$ cat src/rtl/pwm_rampa_motor.sv
// ---------------------------------------------------------------------------
// pwm_rampa_motor
//
// Soft-start PWM driver for the motor power switch. Takes the one-hot speed
// request from the upstream selection FSM, slews an internal duty value
// toward the requested level at one percent per ramp tick, and produces a
// PWM waveform whose duty only changes on whole-period boundaries.
//
// Parameters
//   RAMP_DIV   clocks per 1 % duty step (>= 1)
//   PWM_PRESC  clocks per PWM counter increment (>= 1);
//              PWM period = 100 * PWM_PRESC clocks
//
// Ports
//   clk          system clock, rising edge
//   reset        asynchronous, active-high; clears all state
//   sel_30       30 % speed request
//   sel_50       50 % speed request
//   sel_100      100 % speed request
//   pwm_out      registered motor switch drive
//   duty_actual  current ramped duty in percent, 0..100
//   ramp_state   00 PARADO, 01 SUBIENDO, 10 ESTABLE, 11 BAJANDO
//   fault        sticky: more than one sel_* was seen asserted
// ---------------------------------------------------------------------------
module pwm_rampa_motor #(
    parameter int RAMP_DIV  = 50,
    parameter int PWM_PRESC = 1
) (
    input  logic       clk,
    input  logic       reset,
    input  logic       sel_30,
    input  logic       sel_50,
    input  logic       sel_100,
    output logic       pwm_out,
    output logic [6:0] duty_actual,
    output logic [1:0] ramp_state,
    output logic       fault
);

    // Counter widths; a divider of 1 still needs a 1-bit register.
    localparam int RW = (RAMP_DIV  > 1) ? $clog2(RAMP_DIV)  : 1;
    localparam int PW = (PWM_PRESC > 1) ? $clog2(PWM_PRESC) : 1;

    localparam logic [RW-1:0] RAMP_LAST = RW'(RAMP_DIV - 1);
    localparam logic [PW-1:0] PRESC_LAST = PW'(PWM_PRESC - 1);

    localparam logic [6:0] DUTY_MAX = 7'd100;
    localparam logic [6:0] PC_LAST  = 7'd99;

    typedef enum logic [1:0] {
        PARADO   = 2'b00,
        SUBIENDO = 2'b01,
        ESTABLE  = 2'b10,
        BAJANDO  = 2'b11
    } ramp_t;

    ramp_t state, state_next;

    // -----------------------------------------------------------------------
    // Target decode
    // -----------------------------------------------------------------------
    logic [1:0] sel_cnt;
    logic       multi;
    logic [6:0] target;
    logic [6:0] target_prev;

    always_comb begin
        sel_cnt = {1'b0, sel_30} + {1'b0, sel_50} + {1'b0, sel_100};
        multi   = (sel_cnt >= 2'd2);
        target  = 7'd0;
        // An illegal code, or any earlier one, parks the target at zero so
        // the motor winds down instead of following a corrupted request.
        if (!(fault || multi)) begin
            if (sel_30)       target = 7'd30;
            else if (sel_50)  target = 7'd50;
            else if (sel_100) target = 7'd100;
        end
    end

    always_ff @(posedge clk or posedge reset) begin
        if (reset) fault <= 1'b0;
        else if (multi) fault <= 1'b1;
    end

    // -----------------------------------------------------------------------
    // Ramp engine
    // -----------------------------------------------------------------------
    logic [RW-1:0] rcnt, rcnt_eff, rcnt_next;
    logic          target_chg;
    logic          ramp_tick;
    logic [6:0]    duty_next;

    always_comb begin
        target_chg = (target != target_prev);
        // A new target restarts the step interval; the edge that sees the
        // change already counts as interval clock zero, so the first step
        // lands exactly RAMP_DIV clocks later.
        rcnt_eff   = target_chg ? '0 : rcnt;
        ramp_tick  = (duty_actual != target) && (rcnt_eff == RAMP_LAST);

        duty_next = duty_actual;
        if (ramp_tick) begin
            if (duty_actual < target && duty_actual < DUTY_MAX)
                duty_next = duty_actual + 7'd1;
            else if (duty_actual > target && duty_actual != 7'd0)
                duty_next = duty_actual - 7'd1;
        end

        if (duty_actual == target || ramp_tick) rcnt_next = '0;
        else                                    rcnt_next = rcnt_eff + 1'b1;
    end

    always_ff @(posedge clk or posedge reset) begin
        if (reset) begin
            rcnt        <= '0;
            duty_actual <= 7'd0;
            target_prev <= 7'd0;
        end else begin
            rcnt        <= rcnt_next;
            duty_actual <= duty_next;
            target_prev <= target;
        end
    end

    // -----------------------------------------------------------------------
    // Ramp state FSM: reflects the relation between the duty being loaded
    // this edge and the live target.
    // -----------------------------------------------------------------------
    always_ff @(posedge clk or posedge reset) begin
        if (reset) state <= PARADO;
        else       state <= state_next;
    end

    always_comb begin
        state_next = state;
        if (duty_next < target)       state_next = SUBIENDO;
        else if (duty_next > target)  state_next = BAJANDO;
        else if (target == 7'd0)      state_next = PARADO;
        else                          state_next = ESTABLE;
    end

    assign ramp_state = state;

    // -----------------------------------------------------------------------
    // PWM generator
    // -----------------------------------------------------------------------
    logic [PW-1:0] pp;
    logic [6:0]    pc;
    logic [6:0]    duty_latched;
    logic          pc_adv;

    assign pc_adv = (pp == PRESC_LAST);

    always_ff @(posedge clk or posedge reset) begin
        if (reset) begin
            pp           <= '0;
            pc           <= 7'd0;
            duty_latched <= 7'd0;
        end else begin
            pp <= pc_adv ? '0 : pp + 1'b1;
            if (pc_adv) begin
                if (pc == PC_LAST) begin
                    pc <= 7'd0;
                    // Duty only changes at the period boundary, so a ramp
                    // step never truncates or stretches a pulse.
                    duty_latched <= duty_actual;
                end else begin
                    pc <= pc + 7'd1;
                end
            end
        end
    end

    // Compare against a full 0..99 range: duty 0 never goes high and
    // duty 100 never goes low, with no single-clock slivers.
    always_ff @(posedge clk or posedge reset) begin
        if (reset) pwm_out <= 1'b0;
        else       pwm_out <= (pc < duty_latched);
    end

endmodule

$ cat config.mk
export PLATFORM = sky130hd
export DESIGN_NAME = pwm_rampa_motor
export DESIGN_NICKNAME = d
export VERILOG_FILES = /design/src/rtl/pwm_rampa_motor.sv
export SDC_FILE = /design/constraint.sdc
export NUM_CORES = 1
export LEC_CHECK = 0
export BUFFER_PORTS_ARGS = -buffer_cell sky130_fd_sc_hd__buf_2
export CAP_MARGIN = 10
export CORE_UTILIZATION = 60
export DETAILED_ROUTE_END_ITERATION = 10
export PLACE_DENSITY = 0.79
export SLEW_MARGIN = 20
export SYNTH_ARGS = -nofsm -noshare
export SYNTH_HDL_FRONTEND = slang
export SYNTH_SLANG_ARGS = --single-unit
$ cat constraint.sdc
create_clock -name clk -period 5.6 [get_ports clk]
set_input_delay 0.84 -clock clk [delete_from_list [all_inputs] [get_ports clk]]
set_output_delay 0.84 -clock clk [all_outputs]
set_load 0.03 [all_outputs]
==> impl_metrics.csv, run 1 <==
group,metric,value,unit
outcome,status,"complete, no violations",
setup_path,worst-path-max-fanout,7,
setup_path,r2r_cells,19,
cts,clkSinkCount,36,
synth,ys_ff_latch,36,
floorplan,start_util,64.92,%
cts,cts_tree,"built",
cts,clk_pin_slew,0.06,ns
sta,max_freq,0.2010,GHz
cts,cts_setup_buffers,0,
setup_path,cp_slowest_cell,"a211o_4",
place,pre_cts_slack,0.4429,ns
final_layout,utilization,71.39,%
sta,clock_skew,0.005430,ns
cts,clock_path_buffers,2,
place,io_buffer_count,15,
setup_path,crit_top_cell,"ha_1",
global_route,grt_pass1_wl,7838,microns
floorplan,core_area,3442,sq um
sta,setup_viol,0,
synth,synth.most_common_cell,"dfrtp_1",
setup_path,critPathKind,"in2reg",
sta,rsz0062_at_grt,"no",
synth,synth.top_cells.by_count,"36 x dfrtp_1, 25 x ha_1, 22 x nor2_1",
cts,cts_buffers,5,
setup_path,end_kind,"flop",
global_route,grt_usage,25.22,%
power,fin_total_pwr,0.8237,mW
detailed_routing,drc,0,
setup_path,cp-start-kind,"input pin",
synth,yosysTopAreaCell,"dfrtp_1",
cts,clk-insertion-delay-late,0.28,ns
cts,clock_tree.root_cell,"clkbuf_8",
synth,syn-cell-area,2235,sq um
sta,tns,0,ns
power,ir_worst_vdd,0.0002038,V
sta,worst_slew_pin_slew,0.4527,ns
setup_path,arrival,5.20,ns
min_path,hp-class,"reg2reg",
cts,postCtsHoldBufs,0,
synth,synth_edf_count,0,
min_path,whs_path_depth,1,
min_path,min_to,"pc[0]",
sta,fin_ws,0.6237,ns
detailed_routing,vias,1740,
global_route,grt_overflow_total,0,
cts,h-tree-depth,2,
synth,syn-num-nets,264,
min_path,hp-start,"pc[0]",
global_route,grt_max_degree,37,
setup_path,crit_path_cell_trace,"buf_2, ha_1, nand2b_1, a211o_4, xnor2_1, a211o_2, and3b_1, and2_1, ha_1, nand4b_1, nor3_1, nand3_2, nor2_4, nand3_1, xnor2_1, ha_1, a21o_1, a21o_1, a211oi_1, nor2_1, nand2_1",
floorplan,dieArea,3972,sq um
global_route,antenna_found_initial,0,
synth,yosysWarnings,0,
final_layout,syn_to_final_growth,9.967,%
cts,cts_resized,0,
power,power.leakage,1.162,nW
synth,synth_top_area_share,40.31,%
detailed_routing,avgRoutedWirePerCell,14.53,microns
synth,netlist_instances,234,
detailed_routing,viasPerCell,5.781,
sta,drv_slew,0,
sta,slew_headroom,69.39,%
sta,timing.hold.ws,0.5107,ns
sta,post-route-min-period,4.976,ns
synth,syn_avg_cell_area,9.550,sq um
global_route,grt_pass1_vias,1742,
setup_path,worstReg2RegStart,"fault",
detailed_routing,drtAntennaViolNets,0,
floorplan,io_pins,16,
detailed_routing,drt-total-wl,4374,microns
sta,min_period_over_period,88.86,%
place,gp_congestion,0.9749,
synth,synth_flop_cell,"dfrtp_1",
synth,synthTopCellsByArea,"dfrtp_1 40%, ha_1 14%, xnor2_1 4.3%",
power,p_per_area,335.2,nW/um^2
setup_path,cpPeakStageDelay,0.37,ns
setup_path,cp.required,5.82,ns
setup_path,r2r_end,"ramp_state[0]",
setup_path,regToRegSetupSlack,1.19,ns
synth,synthArstFlopShare,100.0,%
floorplan,die_w,63.03,microns
flow_run,maxCapViolations,0,
sta,hold_viol,0,
synth,ys_seq_area_share,40.31,%
floorplan,num_rows,21,
final_layout,drive_gt1_share,14.90,%
place,hpwl,3241,microns
synth,synth_cell_types,50,
final_layout,antennaDiodeCount,0,
detailed_routing,firstDrtPassIters,4,
final_layout,fin_nets,284,
detailed_routing,drtIter0Drc,158,
floorplan,dieHeight,63.03,microns
power breakdown:
group          total, mW  switching [mW]  internal [mW]
Sequential         0.335          0.0398          0.295
Clock              0.185          0.0843          0.100
Combinational      0.304           0.173          0.131
worst max-delay path by stage:
| stage | from | to | slack (ns) | depth (start not counted) |
|---|---|---|---|---|
| 3_5_place_dp | sel_30 | ramp_state[0] | 0.44 | 21 |
| 3_3_place_gp | sel_30 | ramp_state[0] | 0.61 | 21 |
| 5_1_grt | sel_30 | ramp_state[0] | 0.35 | 21 |
| 6_report | sel_30 | ramp_state[0] | 0.62 | 21 |
| 4_1_cts | sel_30 | ramp_state[0] | 0.65 | 21 |
| 2_1_floorplan | sel_30 | ramp_state[0] | 0.97 | 21 |
flip-flops by register name, indices dropped and copies added, names as in the netlist:
register	flops
duty_actual	7
pwm_out	1
ramp_state	2
fault	1
rcnt	6
pc	7
target_prev	5
duty_latched	7
cells by family (layout without fill, tap and decap cells):
kind of cell,count (synthesis),after routing,share of synthesized area [%]
AO/OA/AOI/OAI,41,41,13.61
buffers and inverters,26,47,4.983
flip-flops,36,36,40.31
adder cells (fa/ha/maj),25,25,14.00
AND/OR/NAND/NOR,89,89,20.21
multiplexers,3,3,1.400
XOR/XNOR,14,14,5.487
layer usage:
metal  share of wire [%]  GRT usage, %
met5                   0             0
met4                 1.4         10.47
met3                 4.2         3.650
met2                  45         39.11
met1                  50         35.06
critical path: cells and delay by family:
kind	cells	cell delay [ns]
XOR/XNOR	2	0.36
AND/OR/NAND/NOR	10	1.73
buffers and inverters	1	0.14
adder cells (fa/ha/maj)	3	0.76
AO/OA/AOI/OAI	5	1.36
stage by stage:
stage / cells / instance area, sq um
3_3_place_gp: 293 / 2367
3_5_place_dp: 293 / 2367
2_1_floorplan: 234 / 2235
6_report: 301 / 2457
5_1_grt: 301 / 2457
4_1_cts: 301 / 2457
area by class of cell:
class                           instances  area (sq um)
Tap cell                               46         57.56
Fill cell                             268         984.7
Timing Repair Buffer                   19         105.1
Clock buffer                            8         90.09
Sequential cell                        36         900.9
Inverter                               20         75.07
Multi-Input combinational cell        172          1229
cell usage in the layout, fill, tap and decap left out, types with 2 or more instances in the layout:
master / instances
xor2_1: 3
ha_1: 25
o21ai_0: 9
a311oi_1: 2
dfrtp_1: 36
clkbuf_1: 2
or3_1: 2
nand2b_1: 4
buf_4: 4
nand4_1: 4
inv_1: 20
clkbuf_8: 6
nor4b_1: 2
a21oi_1: 6
nor2_1: 22
nor3_1: 5
nand2_1: 21
a21o_1: 5
nand3_1: 15
or2_2: 4
mux2i_1: 2
xnor2_1: 11
a211oi_1: 4
buf_2: 15
Note: power is estimated with default switching activity, not from simulation.
==> run 2, diff against run 1 <==
BUFFER_PORTS_ARGS = default   (was -buffer_cell sky130_fd_sc_hd__buf_2)
DONT_BUFFER_PORTS = 1   (was default)
PLACE_DENSITY = 0.84   (was 0.79)
==> run 2 against run 1 <==
  * Clock-buffer cell count decreased by 2
  * Global-route usage increased by 0.29 points
  * Utilization decreased by 3.0 points
==> impl_metrics.csv, run 2 (same netlist as run 1, synthesis figures left out) <==
group,metric,value,unit
power,pwr-share-comb,31.5,%
final_layout,fillers,281,
floorplan,start_util,64.92,%
sta,worst_slew_pin_slew,0.7772,ns
cts,clkSinkCount,36,
min_path,hp-class,"reg2reg",
place,gp_congestion,0.8921,
sta,tns,0,ns
final_layout,syn_to_final_growth,5.375,%
setup_path,r2r_end,"ramp_state[0]",
floorplan,core_area,3442,sq um
global_route,grt_overflow_total,0,
global_route,grt_max_degree,37,
global_route,grt_pass1_wl,7734,microns
sta,post-route-min-period,4.784,ns
setup_path,worstReg2RegStart,"fault",
cts,clk_pin_slew,0.07,ns
cts,clk-insertion-delay-late,0.29,ns
global_route,grt_usage,25.51,%
setup_path,arrival,5.01,ns
detailed_routing,vias,1702,
setup_path,cp-start-kind,"input pin",
global_route,grt_pass1_vias,1681,
power,netSwitchingPower,0.3023,mW
floorplan,io_pins,16,
place,place_inst,276,
setup_path,end_kind,"flop",
sta,fin_ws,0.8159,ns
min_path,min_to,"pc[0]",
setup_path,cpPeakStageDelay,0.37,ns
cts,clock_tree.root_cell,"clkbuf_8",
power,p_int,0.4883,mW
final_layout,top_regs,"duty_actual x7, duty_latched x7, pc x7",
setup_path,cp.required,5.83,ns
sta,timing.hold.ws,0.5112,ns
sta,max_freq,0.2090,GHz
detailed_routing,drt-total-wl,4470,microns
power,switching_share,38.24,%
power,p_per_area,335.7,nW/um^2
final_layout,fin_nets,267,
flow_run,maxCapViolations,0,
min_path,hp-start,"pc[0]",
setup_path,cp_slowest_cell,"a211o_4",
detailed_routing,drc,0,
floorplan,die_w,63.03,microns
outcome,status,"complete, no violations",
final_layout,antennaDiodeCount,0,
final_layout,fin_area,2355,sq um
place,pre_cts_slack,0.5715,ns
sta,clock_skew,0.006966,ns
power,seq_power_share,46.4,%
global_route,antenna_found_initial,0,
place,io_buffer_count,0,
setup_path,crit_path_cell_trace,"ha_1, nand2b_1, a211o_4, xnor2_1, a211o_2, and3b_1, and2_1, ha_1, nand4b_1, nor3_1, nand3_2, nor2_4, nand3_1, xnor2_1, ha_1, a21o_1, a21o_1, a211oi_1, nor2_1, nand2_1",
min_path,whs_path_depth,1,
cts,cts_buffers,5,
setup_path,crit_top_cell,"ha_1",
sta,hold_viol,0,
place,placedInstanceArea,2277,sq um
place,hpwl,3321,microns
detailed_routing,drtIter0Drc,135,
sta,slew_headroom,47.79,%
final_layout,drive_gt1_share,8.861,%
setup_path,cpLargestDelayFamily,"simple AND/OR/NAND/NOR gates",
floorplan,dieHeight,63.03,microns
final_layout,final_cells,283,
power,clock_power_share,22.1,%
detailed_routing,viasPerCell,6.014,
cts,clock_path_buffers,2,
setup_path,r2r_cells,19,
cts,cts_setup_buffers,0,
setup_path,regToRegSetupSlack,1.04,ns
power,power.leakage,1.084,nW
final_layout,layout_commonest_cell,"dfrtp_1",
detailed_routing,avgRoutedWirePerCell,15.80,microns
setup_path,critPathKind,"in2reg",
sta,rsz0062_at_grt,"no",
setup_path,crit_buf_inv,0,
power,ir_worst_vdd,0.0001886,V
final_layout,layout_common_cells,"36 x dfrtp_1, 25 x ha_1, 22 x nor2_1",
floorplan,dieArea,3972,sq um
sta,setup_viol,0,
cts,h-tree-depth,2,
cts,cts_resized,0,
setup_path,worst-path-max-fanout,7,
sta,min_period_over_period,85.43,%
sta,drv_slew,0,
detailed_routing,drtAntennaViolNets,0,
floorplan,num_rows,21,
cts,cts_tree,"built",
cts,postCtsHoldBufs,0,
detailed_routing,firstDrtPassIters,4,
run 2: changes by cell type in the layout (fill, tap and decap cells not counted), sizes merged:
cell and change:
buf -17, clkbuf -2, clkinv +1
run 2: worst max path at each step:
stage / startpoint / endpoint / slack, ns / cells past startpoint
6_report: sel_30 / ramp_state[0] / 0.82 / 20
2_1_floorplan: sel_30 / ramp_state[0] / 0.97 / 21
4_1_cts: sel_30 / ramp_state[0] / 0.85 / 20
3_5_place_dp: sel_30 / ramp_state[0] / 0.57 / 20
5_1_grt: sel_30 / ramp_state[0] / 0.42 / 20
3_3_place_gp: sel_30 / ramp_state[0] / 0.77 / 20
run 2: per-layer routing:
metal	track usage (%)	part of all wire (%)	up-vias	wire length (microns)
met5	0	0	-	0
met4	12.79	2.3	0	102
met3	6.569	5.8	12	260
met2	39.52	45	47	2017
met1	32.75	47	814	2088
li1	-	-	829	-
run 2: final cells by class:
type / count / area (sq um) / area share (%)
clock buffers: 6 / 72.57 / 3.082
clock inverters: 1 / 5.005 / 0.2125
well taps: 46 / 57.56 / 2.444
flip-flops and latches: 36 / 900.9 / 38.26
repair buffers: 2 / 15.01 / 0.6376
inverters: 20 / 75.07 / 3.188
multi-input cells: 172 / 1229 / 52.18
run 2: power groups by stage:
| stage | clock (mW) | sequential [mW] | combinational [mW] |
|---|---|---|---|
| finish | 0.175 | 0.367 | 0.249 |
| global route | 0.187 | 0.370 | 0.282 |
| CTS | 0.176 | 0.366 | 0.247 |
| detailed placement | 0 | 0.370 | 0.246 |
| global placement | 0 | 0.369 | 0.238 |
| floorplan | 0 | 0.353 | 0.207 |
run 2: through the flow:
stage          power, mW  util, %
6_report          0.7906    68.41
5_1_grt           0.8386    68.41
4_1_cts           0.7893    68.41
3_5_place_dp      0.6163    66.16
3_3_place_gp      0.6066    66.16
2_1_floorplan     0.5599        -
==> run 3, diff against run 2 <==
CORE_UTILIZATION = 41   (was 60)
PLACE_DENSITY = 0.63   (was 0.84)
RECOVER_POWER = 100   (was default)
clock period = 6 ns   (was 5.6 ns; I/O delays follow)
==> run 3 against run 2 <==
  * The run now ends with capacitance limit, slew limit left
  * Worst setup slack gained 0.27 ns
  * Non-clock buffer count is the same
  * Clock skew shrank 0.0024 ns
  * Cell count grew 8.8%
  * Combinational power shrank 8.4%
  * Die area grew 45%
  * Register-to-register slack gained 0.33 ns
  * Utilization shrank 22 points
  * Via count shrank 2.5%
  * Flip-flop and latch count is the same
  * Largest cell class unchanged
  * Largest power group unchanged
==> impl_metrics.csv, run 3 (same netlist as run 1, synthesis figures left out) <==
group,metric,value,unit
final_layout,register_area,900.9,sq um
cts,cts_setup_buffers,0,
cts,cts_buffers,5,
detailed_routing,vias,1659,
power,p_per_area,312.8,nW/um^2
power,fin_total_pwr,0.7431,mW
global_route,grt_overflow_total,0,
sta,timing.hold.ws,0.5087,ns
final_layout,syn_to_final_growth,6.327,%
cts,cts_tree,"built",
setup_path,critPathKind,"in2reg",
min_path,hp-start,"pc[0]",
cts,cts_resized,0,
cts,clk-insertion-delay-late,0.29,ns
cts,clkSinkCount,36,
sta,slew_headroom,-29.41,%
sta,rsz0062_at_grt,"no",
outcome,violations,"capacitance limit, slew limit",
final_layout,drive_gt1_share,7.143,%
final_layout,layout_common_cells,"36 x dfrtp_1, 25 x ha_1, 23 x nor2_1",
global_route,grt_pass1_wl,7424,microns
setup_path,cp-start-kind,"input pin",
place,placedInstanceArea,2307,sq um
final_layout,antennaDiodeCount,0,
place,gp_congestion,0.8369,
global_route,grt_pass1_vias,1671,
floorplan,dieHeight,75.83,microns
flow_run,maxCapViolations,1,
floorplan,io_pins,16,
detailed_routing,drtIter0Drc,82,
final_layout,layout_commonest_cell,"dfrtp_1",
setup_path,r2r_cells,19,
setup_path,end_kind,"flop",
sta,tns,0,ns
global_route,grt_max_degree,37,
final_layout,top_regs,"duty_actual x7, duty_latched x7, pc x7",
global_route,grt_usage,17.51,%
cts,clk_pin_slew,0.07,ns
sta,min_period_over_period,81.85,%
cts,h-tree-depth,2,
setup_path,cp.required,6.23,ns
cts,clock_path_buffers,2,
setup_path,r2r_end,"ramp_state[0]",
setup_path,regToRegSetupSlack,1.37,ns
sta,max_freq,0.2036,GHz
place,place_inst,300,
setup_path,worst-path-max-fanout,7,
setup_path,arrival,5.14,ns
min_path,whs_path_depth,1,
sta,drv_slew,37,
floorplan,start_util,43.20,%
floorplan,die_w,75.83,microns
floorplan,dieArea,5749,sq um
power,ir_worst_vdd,0.0001061,V
sta,setup_viol,0,
place,hpwl,3224,microns
outcome,status,"finished, violations left",
cts,clock_tree.root_cell,"clkbuf_8",
detailed_routing,drt-total-wl,4338,microns
min_path,min_to,"pc[0]",
sta,fin_ws,1.089,ns
floorplan,core_area,5172,sq um
power,power.leakage,1.081,nW
min_path,hp-class,"reg2reg",
final_layout,multiInputGateArea,1215,sq um
sta,post-route-min-period,4.911,ns
sta,hold_viol,0,
final_layout,fin_area,2376,sq um
detailed_routing,viasPerCell,5.386,
place,pre_cts_slack,0.9789,ns
sta,worst_slew_pin_slew,1.941,ns
final_layout,final_cells,308,
sta,clock_skew,0.004521,ns
detailed_routing,drtAntennaViolNets,0,
cts,postCtsHoldBufs,0,
final_layout,utilization,45.94,%
final_layout,fillers,512,
setup_path,worstReg2RegStart,"fault",
final_layout,fin_nets,267,
detailed_routing,drc,0,
detailed_routing,firstDrtPassIters,4,
floorplan,num_rows,26,
place,io_buffer_count,0,
global_route,antenna_found_initial,0,
detailed_routing,avgRoutedWirePerCell,14.08,microns
run 3: cell count changes in the layout (fill, tap and decap cells not counted):
cell      before  now
and2_0         0    1
and2_1         1    0
buf_4          2    0
clkbuf_1       1    4
clkbuf_8       5    6
clkinv_2       1    0
nor2_1        22   23
nor2_4         1    0
nor4_1         0    1
nor4_2         1    0
run 3: worst max-delay path, stage by stage:
cell and delay, ns:
ha_1 0.29, nand2b_1 0.18, a211o_4 0.37, xnor2_1 0.13, a211o_2 0.35, and3b_1 0.35
and2_0 0.21, ha_1 0.16, nand4b_1 0.13, nor3_1 0.19, nand3_2 0.13, nor2_1 0.35
nand3_1 0.15, xnor2_1 0.23, ha_1 0.28, a21o_1 0.16, a21o_1 0.17, a211oi_1 0.27
nor2_1 0.08, nand2_1 0.06
run 3: worst max path at each step:
stage | cells past startpoint | endpoint | from | slack (ns)
3_3_place_gp | 20 | ramp_state[0] | sel_30 | 1.07
6_report | 20 | ramp_state[0] | sel_30 | 1.09
4_1_cts | 20 | ramp_state[0] | sel_30 | 1.27
3_5_place_dp | 20 | ramp_state[0] | sel_30 | 0.98
2_1_floorplan | 21 | ramp_state[0] | sel_30 | 1.31
5_1_grt | 21 | ramp_state[0] | sel_30 | 0.79
run 3: where the power goes:
| group | internal (mW) | leakage (nW) | switching, mW |
|---|---|---|---|
| Combinational | 0.101 | 0.578 | 0.127 |
| Sequential | 0.275 | 0.457 | 0.0638 |
| Clock | 0.0936 | 0.0455 | 0.0830 |
| Total | 0.470 | 1.08 | 0.273 |
run 3: area by class of cell:
class                           count  area share [%]
Clock buffer                        8           3.791
Sequential cell                    36           37.91
Timing Repair Buffer                2          0.3160
Multi-Input combinational cell    172           51.13
Tap cell                           70           3.686
Inverter                           20           3.160
run 3: layer usage:
| metal | global-route usage (%) | part of all wire (%) |
|---|---|---|
| met5 | 0 | 0 |
| met4 | 6.996 | 1.8 |
| met3 | 4.365 | 4.1 |
| met1 | 22.21 | 47 |
| met2 | 28.52 | 47 |
